File: src/rtl/hiscore_upload_reader.sv
// HPS upload source for game work RAM (hiscore / NVRAM saves): pauses the CPU, then serves one RAM byte per ioctl_rd.
// Optional HISCORE_UPLOAD_CHECKSUM_EN appends a two's-complement checksum byte at address SIZE.
module hiscore_upload_reader #(
   parameter logic [7:0] UPLOAD_INDEX = 8'd4,
   parameter int         AW           = 10,
   parameter int         SIZE         = 1024,
   parameter int         RAM_LATENCY  = 1,
   parameter logic [7:0] FILL         = 8'hFF,
   parameter int         SETTLE       = 4
) (
   input  logic          clk_sys,
   input  logic          reset_n,
   input  logic          ioctl_upload,
   input  logic [7:0]    ioctl_index,
   input  logic          ioctl_rd,
   input  logic [24:0]   ioctl_addr,
   output logic [7:0]    ioctl_din,
   output logic          ioctl_wait,
   output logic          pause_req,
   input  logic          pause_ack,
   output logic [AW-1:0] ram_addr,
   output logic          ram_rd,
   input  logic [7:0]    ram_dout,
   output logic          busy
);

   localparam int SCW = $clog2(SETTLE + 1);

   typedef enum logic [1:0] {IDLE, PAUSE, READY, FETCH} state_t;

   state_t          state, state_d;
   logic            sel, sel_q;
   logic [SCW-1:0]  settle_cnt, settle_d;
   logic [1:0]      lat_cnt, lat_d;
   logic            pend, pend_d;
   logic [24:0]     pend_addr, pend_addr_d;
   logic [7:0]      din_d;
   logic            wait_d, preq_d;
   logic [AW-1:0]   ram_addr_q, ram_addr_d;
   logic            trig, in_ram;
   logic [24:0]     req_addr;
`ifdef HISCORE_UPLOAD_CHECKSUM_EN
   logic [7:0]      sum, sum_d;
`endif

   // pend marks an outstanding request: a strobe latched while paused, or a fetch
   // that was issued and must be re-issued if the pause is lost before delivery.
   assign sel      = ioctl_upload && (ioctl_index == UPLOAD_INDEX);
   assign trig     = pend || ioctl_rd;
   assign req_addr = pend ? pend_addr : ioctl_addr;
   assign in_ram   = req_addr < 25'(SIZE);
   assign busy     = (state != IDLE);
   assign ram_addr = ram_addr_d;

   always_comb begin
      state_d     = state;
      settle_d    = settle_cnt;
      lat_d       = lat_cnt;
      pend_d      = pend;
      pend_addr_d = pend_addr;
      din_d       = ioctl_din;
      wait_d      = ioctl_wait;
      preq_d      = pause_req;
      ram_addr_d  = ram_addr_q;
      ram_rd      = 1'b0;
`ifdef HISCORE_UPLOAD_CHECKSUM_EN
      sum_d       = sum;
`endif
      case (state)
         IDLE: begin
            if (sel && !sel_q) begin
               state_d     = PAUSE;
               preq_d      = 1'b1;
               wait_d      = 1'b1;
               settle_d    = '0;
               pend_d      = ioctl_rd;
               pend_addr_d = ioctl_addr;
`ifdef HISCORE_UPLOAD_CHECKSUM_EN
               sum_d       = 8'h00;
`endif
            end
         end
         PAUSE: begin
            if (ioctl_rd && !pend) begin
               pend_d      = 1'b1;
               pend_addr_d = ioctl_addr;
            end
            if (!pause_ack) begin
               settle_d = '0;
            end else if (settle_cnt == SCW'(SETTLE - 1)) begin
               state_d  = READY;
               wait_d   = 1'b0;
               settle_d = '0;
            end else begin
               settle_d = settle_cnt + 1'b1;
            end
         end
         READY: begin
            if (!pause_ack) begin
               state_d  = PAUSE;
               wait_d   = 1'b1;
               settle_d = '0;
               if (ioctl_rd && !pend) begin
                  pend_d      = 1'b1;
                  pend_addr_d = ioctl_addr;
               end
            end else if (trig) begin
               if (in_ram) begin
                  ram_rd      = 1'b1;
                  ram_addr_d  = req_addr[AW-1:0];
                  wait_d      = 1'b1;
                  lat_d       = 2'd0;
                  pend_d      = 1'b1;
                  pend_addr_d = req_addr;
                  state_d     = FETCH;
               end else begin
                  pend_d = 1'b0;
                  din_d  = FILL;
`ifdef HISCORE_UPLOAD_CHECKSUM_EN
                  if (req_addr == 25'(SIZE)) din_d = ~sum + 8'd1;
`endif
               end
            end
         end
         FETCH: begin
            if (!pause_ack) begin
               state_d  = PAUSE;
               wait_d   = 1'b1;
               settle_d = '0;
            end else if (lat_cnt == 2'(RAM_LATENCY)) begin
               din_d   = ram_dout;
               wait_d  = 1'b0;
               pend_d  = 1'b0;
               state_d = READY;
`ifdef HISCORE_UPLOAD_CHECKSUM_EN
               sum_d   = sum + ram_dout;
`endif
            end else begin
               lat_d = lat_cnt + 2'd1;
            end
         end
         default: state_d = IDLE;
      endcase
      // Session end overrides everything, including a strobe in the same clock.
      if (!sel && state != IDLE) begin
         state_d  = IDLE;
         preq_d   = 1'b0;
         wait_d   = 1'b0;
         pend_d   = 1'b0;
         settle_d = '0;
         ram_rd   = 1'b0;
         din_d    = ioctl_din;
         ram_addr_d = ram_addr_q;
      end
   end

   always_ff @(posedge clk_sys or negedge reset_n) begin
      if (!reset_n) begin
         state      <= IDLE;
         sel_q      <= 1'b0;
         settle_cnt <= '0;
         lat_cnt    <= 2'd0;
         pend       <= 1'b0;
         pend_addr  <= '0;
         ioctl_din  <= 8'h00;
         ioctl_wait <= 1'b0;
         pause_req  <= 1'b0;
         ram_addr_q <= '0;
`ifdef HISCORE_UPLOAD_CHECKSUM_EN
         sum        <= 8'h00;
`endif
      end else begin
         state      <= state_d;
         sel_q      <= sel;
         settle_cnt <= settle_d;
         lat_cnt    <= lat_d;
         pend       <= pend_d;
         pend_addr  <= pend_addr_d;
         ioctl_din  <= din_d;
         ioctl_wait <= wait_d;
         pause_req  <= preq_d;
         ram_addr_q <= ram_addr_d;
`ifdef HISCORE_UPLOAD_CHECKSUM_EN
         sum        <= sum_d;
`endif
      end
   end

endmodule

File: config.mk
export PLATFORM = sky130hd
export DESIGN_NAME = hiscore_upload_reader
export DESIGN_NICKNAME = d
export VERILOG_FILES = /design/src/rtl/hiscore_upload_reader.sv
export SDC_FILE = /design/constraint.sdc
export NUM_CORES = 1
export LEC_CHECK = 0
export ABC_AREA = 0
export CAP_MARGIN = 20
export CORE_MARGIN = 10
export CORE_UTILIZATION = 30
export CTS_BUF_LIST = sky130_fd_sc_hd__clkbuf_2
export DETAILED_ROUTE_END_ITERATION = 8
export PLACE_DENSITY = 0.62
export SKIP_LAST_GASP = 1
export SYNTH_ARGS = -nofsm -noshare
export SYNTH_HDL_FRONTEND = slang
export SYNTH_SLANG_ARGS = --single-unit
File: constraint.sdc
create_clock -name clk_sys -period 8.55 [get_ports clk_sys]
set_input_delay 1.71 -clock clk_sys [delete_from_list [all_inputs] [get_ports clk_sys]]
set_output_delay 1.71 -clock clk_sys [all_outputs]
set_load 0.01 [all_outputs]
==> results.md <==
- Leftover overflow at the end of global routing: 0
- TritonCTS Buffers: 5
- Number of synthesized flops with an enable pin: 0
- FF+latch count, synth: 54
- Max-cap check violation count: 0
- Cells along the critical path: clkdlybuf4s50_1 > or4b_4 > o31a_1 > or2_4 > nand2b_4 > mux2_4 > clkdlybuf4s50_1
- Post-detailed-routing wire length: 7670 um
- Met3 Resource Use GR: 3.61%
- Placement row count: 36
- Peak ir drop on the vdd network: 0.127 mV
- Die footprint: 0.0144 mm^2
- Data arrival time of the worst path: 4450 ps
- Number of buffers inserted by port buffering: 67
- Synth Cell Area: 0.00300 mm^2
- Most used flip-flop cell after synthesis: dfrtp_1
- Clock tree from TritonCTS: done
- Starting density of the core: 30.7%
- Post-route fraction of the period consumed by the critical path: 72.0%
- DRC errors left: 0
- CP Launch Type: input port
- Number of global-route vias before repair: 2479
- Maximum clock skew at final layout: 30.8 ps
- Root cell of the clock tree: clkbuf_2
- Max-slew violation count: 0
- Power dissipated by switching net loads: 450 uW
- Static Leakage: 1.61 nW
- DP Cell Count: 452
- Fin Setup TNS: 0 ps
- Required time at the worst-slack endpoint: 6840 ps
- Distinct cells, synth: 48
- HPWL Detailed: 5540 um
- CTS Hold Bufs: 0
- Final net count: 381
- RSZ-0062 raised after global routing: false
- Syn Nets: 321
- Pin count of the biggest net entering global routing: 47
- Count of boundary I/O pins: 68
- Non-Filler Cell Area, Final: 0.00380 mm^2
- Wire length of the first global-routing pass: 12600 um
- Average cell area after synthesis: 11.2 um^2
- Sequential power share: 36.4%
- Gr busiest metal: met2
- Slew Limit Headroom: 34.1%
- # diodes: 0
- Synthesis Warnings: 0
- Power density of the placed cells: 283 mW/mm^2
- Count of fill cells added during filler insertion: 966
- Clock latency on the worst-skew pair: 450 ps
- Critical path type: input port to output pin
- Hold Crit Class: flop to flop
- Routing usage on met1: 12.6%
- Setup repair bufs after CTS: 0
- Cell mode on critical path: clkdlybuf4s50_1
- Part of the power in the clock network: 9.6%
- CP max stage cell: or4b_4
- Floorplan Core Area: 0.00977 mm^2
- Clock period minus final worst setup slack: 6160 ps
- Count of clock tree sinks: 54
- Final cell utilization of the core: 38.9%
- Final setup violation count: 0
- Switching part of the total power: 41.8%
- Status: completed
- Drt first pass iters: 4
- Non-filler cells, final: 461
- Endpoint type of the worst setup path: output pin
- Total power: 1.08 mW
- DRC violation total after the first TritonRoute iteration: 126
- Count of vias placed by the detailed router: 2318
- Placed cell area: 0.00375 mm^2
- Number of gates given a new drive strength after cts: 0
- Number of nets still failing antenna checks after routing: 0
- Die width: 120 um
- Routed vias/inst: 5.03
- Floorplan die height: 120 um
- Antenna violations before repair: 0
- Buffer depth of the longest clock path: 2
- Maximum clock rate: 0.162 GHz
- Max Fanout on Critical Path: 10
- Global Route Usage Sum: 10.5%
- Share of synthesized area occupied by flip-flops and latches: 45.0%
- Synthesis-to-layout area growth: 26.6%
- Total count of hold-check failures in the final report: 0
- Part of the power in combinational logic: 54.1%
- Most frequent cells in the layout: clkdlybuf4s50_1, dfrtp_1, mux2_2, nand2_1, a32o_1
- Maximum level of the CTS H-tree: 2
- CP max stage delay: 570 ps
- Met2 layer usage reported by global route: 17.9%
- Cell-internal power: 626 uW
- GP Congestion: 0.809
- Share of flip-flops with an asynchronous set or reset: 100%
- Most common cell after layout, fill and taps aside: clkdlybuf4s50_1
- Routed wire per std cell: 16.6 um
- Transition at the pin with the smallest max-transition slack: 989 ps
- Number of instances in the synthesized netlist: 267
- Clock transition at path regs: 280 ps
- Fraction of final layout cells sized beyond drive strength 1: 14.0%
[worst max-delay path: cells and delay by family]
family	cells	cell delay (ps)
simple gates	3	1110
buf+inv	2	870
compound gates	1	390
mux	1	350
[synth_stat cells (2+ instances only)]
cell	instances	share of area [%]
o21a_1	3	0.75
clkbuf_1	6	0.75
a21o_1	3	0.75
buf_4	3	0.75
or4b_1	2	0.67
inv_1	18	2.3
nor2_1	7	0.88
o221ai_1	2	0.58
a22oi_1	8	2.0
a32o_1	19	6.3
mux2_2	20	7.5
o21ai_0	9	1.5
nand3b_1	2	0.50
nor4_1	2	0.42
nand2_1	20	2.5
a21oi_1	3	0.50
nor2b_1	3	0.63
nand2b_1	12	2.5
buf_2	4	0.67
mux2i_1	8	2.7
ha_1	8	3.3
or3_1	2	0.42
o31ai_1	9	2.3
nor3_1	5	0.83
mux2_4	10	5.0
dfrtp_1	54	45
a22o_1	2	0.58
or4_1	2	0.50
buf_6	2	0.75
[per-layer routing]
metal | share of wire [%] | up-vias | wire (um)
li1 | - | 1109 | -
met1 | 43 | 1147 | 3290
met2 | 49 | 54 | 3760
met3 | 6.9 | 8 | 532
met4 | 1.2 | 0 | 89
met5 | 0 | - | 0
[state kept, by name (all words and copies together), names as in the netlist]
register,flops
ioctl_din,8
ioctl_wait,1
lat_cnt,2
pause_req,1
pend,1
pend_addr,25
ram_addr_q,10
sel_q,1
settle_cnt,3
state,2
[power groups by stage]
stage,Clock [mW],Combinational [mW],Sequential [mW]
2_1_floorplan,0,0.417,0.394
4_1_cts,0.110,0.582,0.391
3_3_place_gp,0,0.568,0.394
5_1_grt,0.122,0.644,0.404
3_5_place_dp,0,0.580,0.397
6_report,0.103,0.581,0.391
[path summary, 6_finish.rpt]
path                       slack, ps                        end  cells past startpoint                 startpoint
max                             2390                ram_addr[3]                      7             ioctl_index[4]
max reg2reg                     5210  pend_addr[16]$_DFFE_PN0P_                      5           pend$_DFFE_PN0P_
min reg2reg                      520  settle_cnt[0]$_DFFE_PN0P_                      1  settle_cnt[0]$_DFFE_PN0P_
max in group asynchronous       6630  pend_addr[20]$_DFFE_PN0P_                      2                    reset_n
min                              520  settle_cnt[0]$_DFFE_PN0P_                      1  settle_cnt[0]$_DFFE_PN0P_
min in group asynchronous       1050   ioctl_din[1]$_DFFE_PN0P_                      1                    reset_n
[cells by family after synthesis]
family / after synthesis / share of synthesized area, %
AOI/OAI and AO/OA: 68 / 18.8
DFF: 54 / 45.0
and+or+nand+nor: 65 / 12.4
muxes: 38 / 15.2
buffers and inverters: 34 / 5.34
adders and majority gates: 8 / 3.33
[stage by stage]
stage,worst slack (ps),hold slack [ps]
finish,2390,519
global route,2300,537
CTS,2380,523
detailed placement,2380,475
global placement,2400,470
floorplan,3370,454
[layout make-up]
class | instances | area (um^2) | share of cell area (%)
Tap cell | 133 | 166 | 4.38
Clock buffer | 5 | 25.0 | 0.659
Clock inverter | 3 | 20.0 | 0.527
Sequential cell | 54 | 1350 | 35.6
Timing Repair Buffer | 69 | 678 | 17.9
Multi-Input combinational cell | 179 | 1490 | 39.2
Inverter | 18 | 67.6 | 1.78
(Power assumes the default switching activity.)
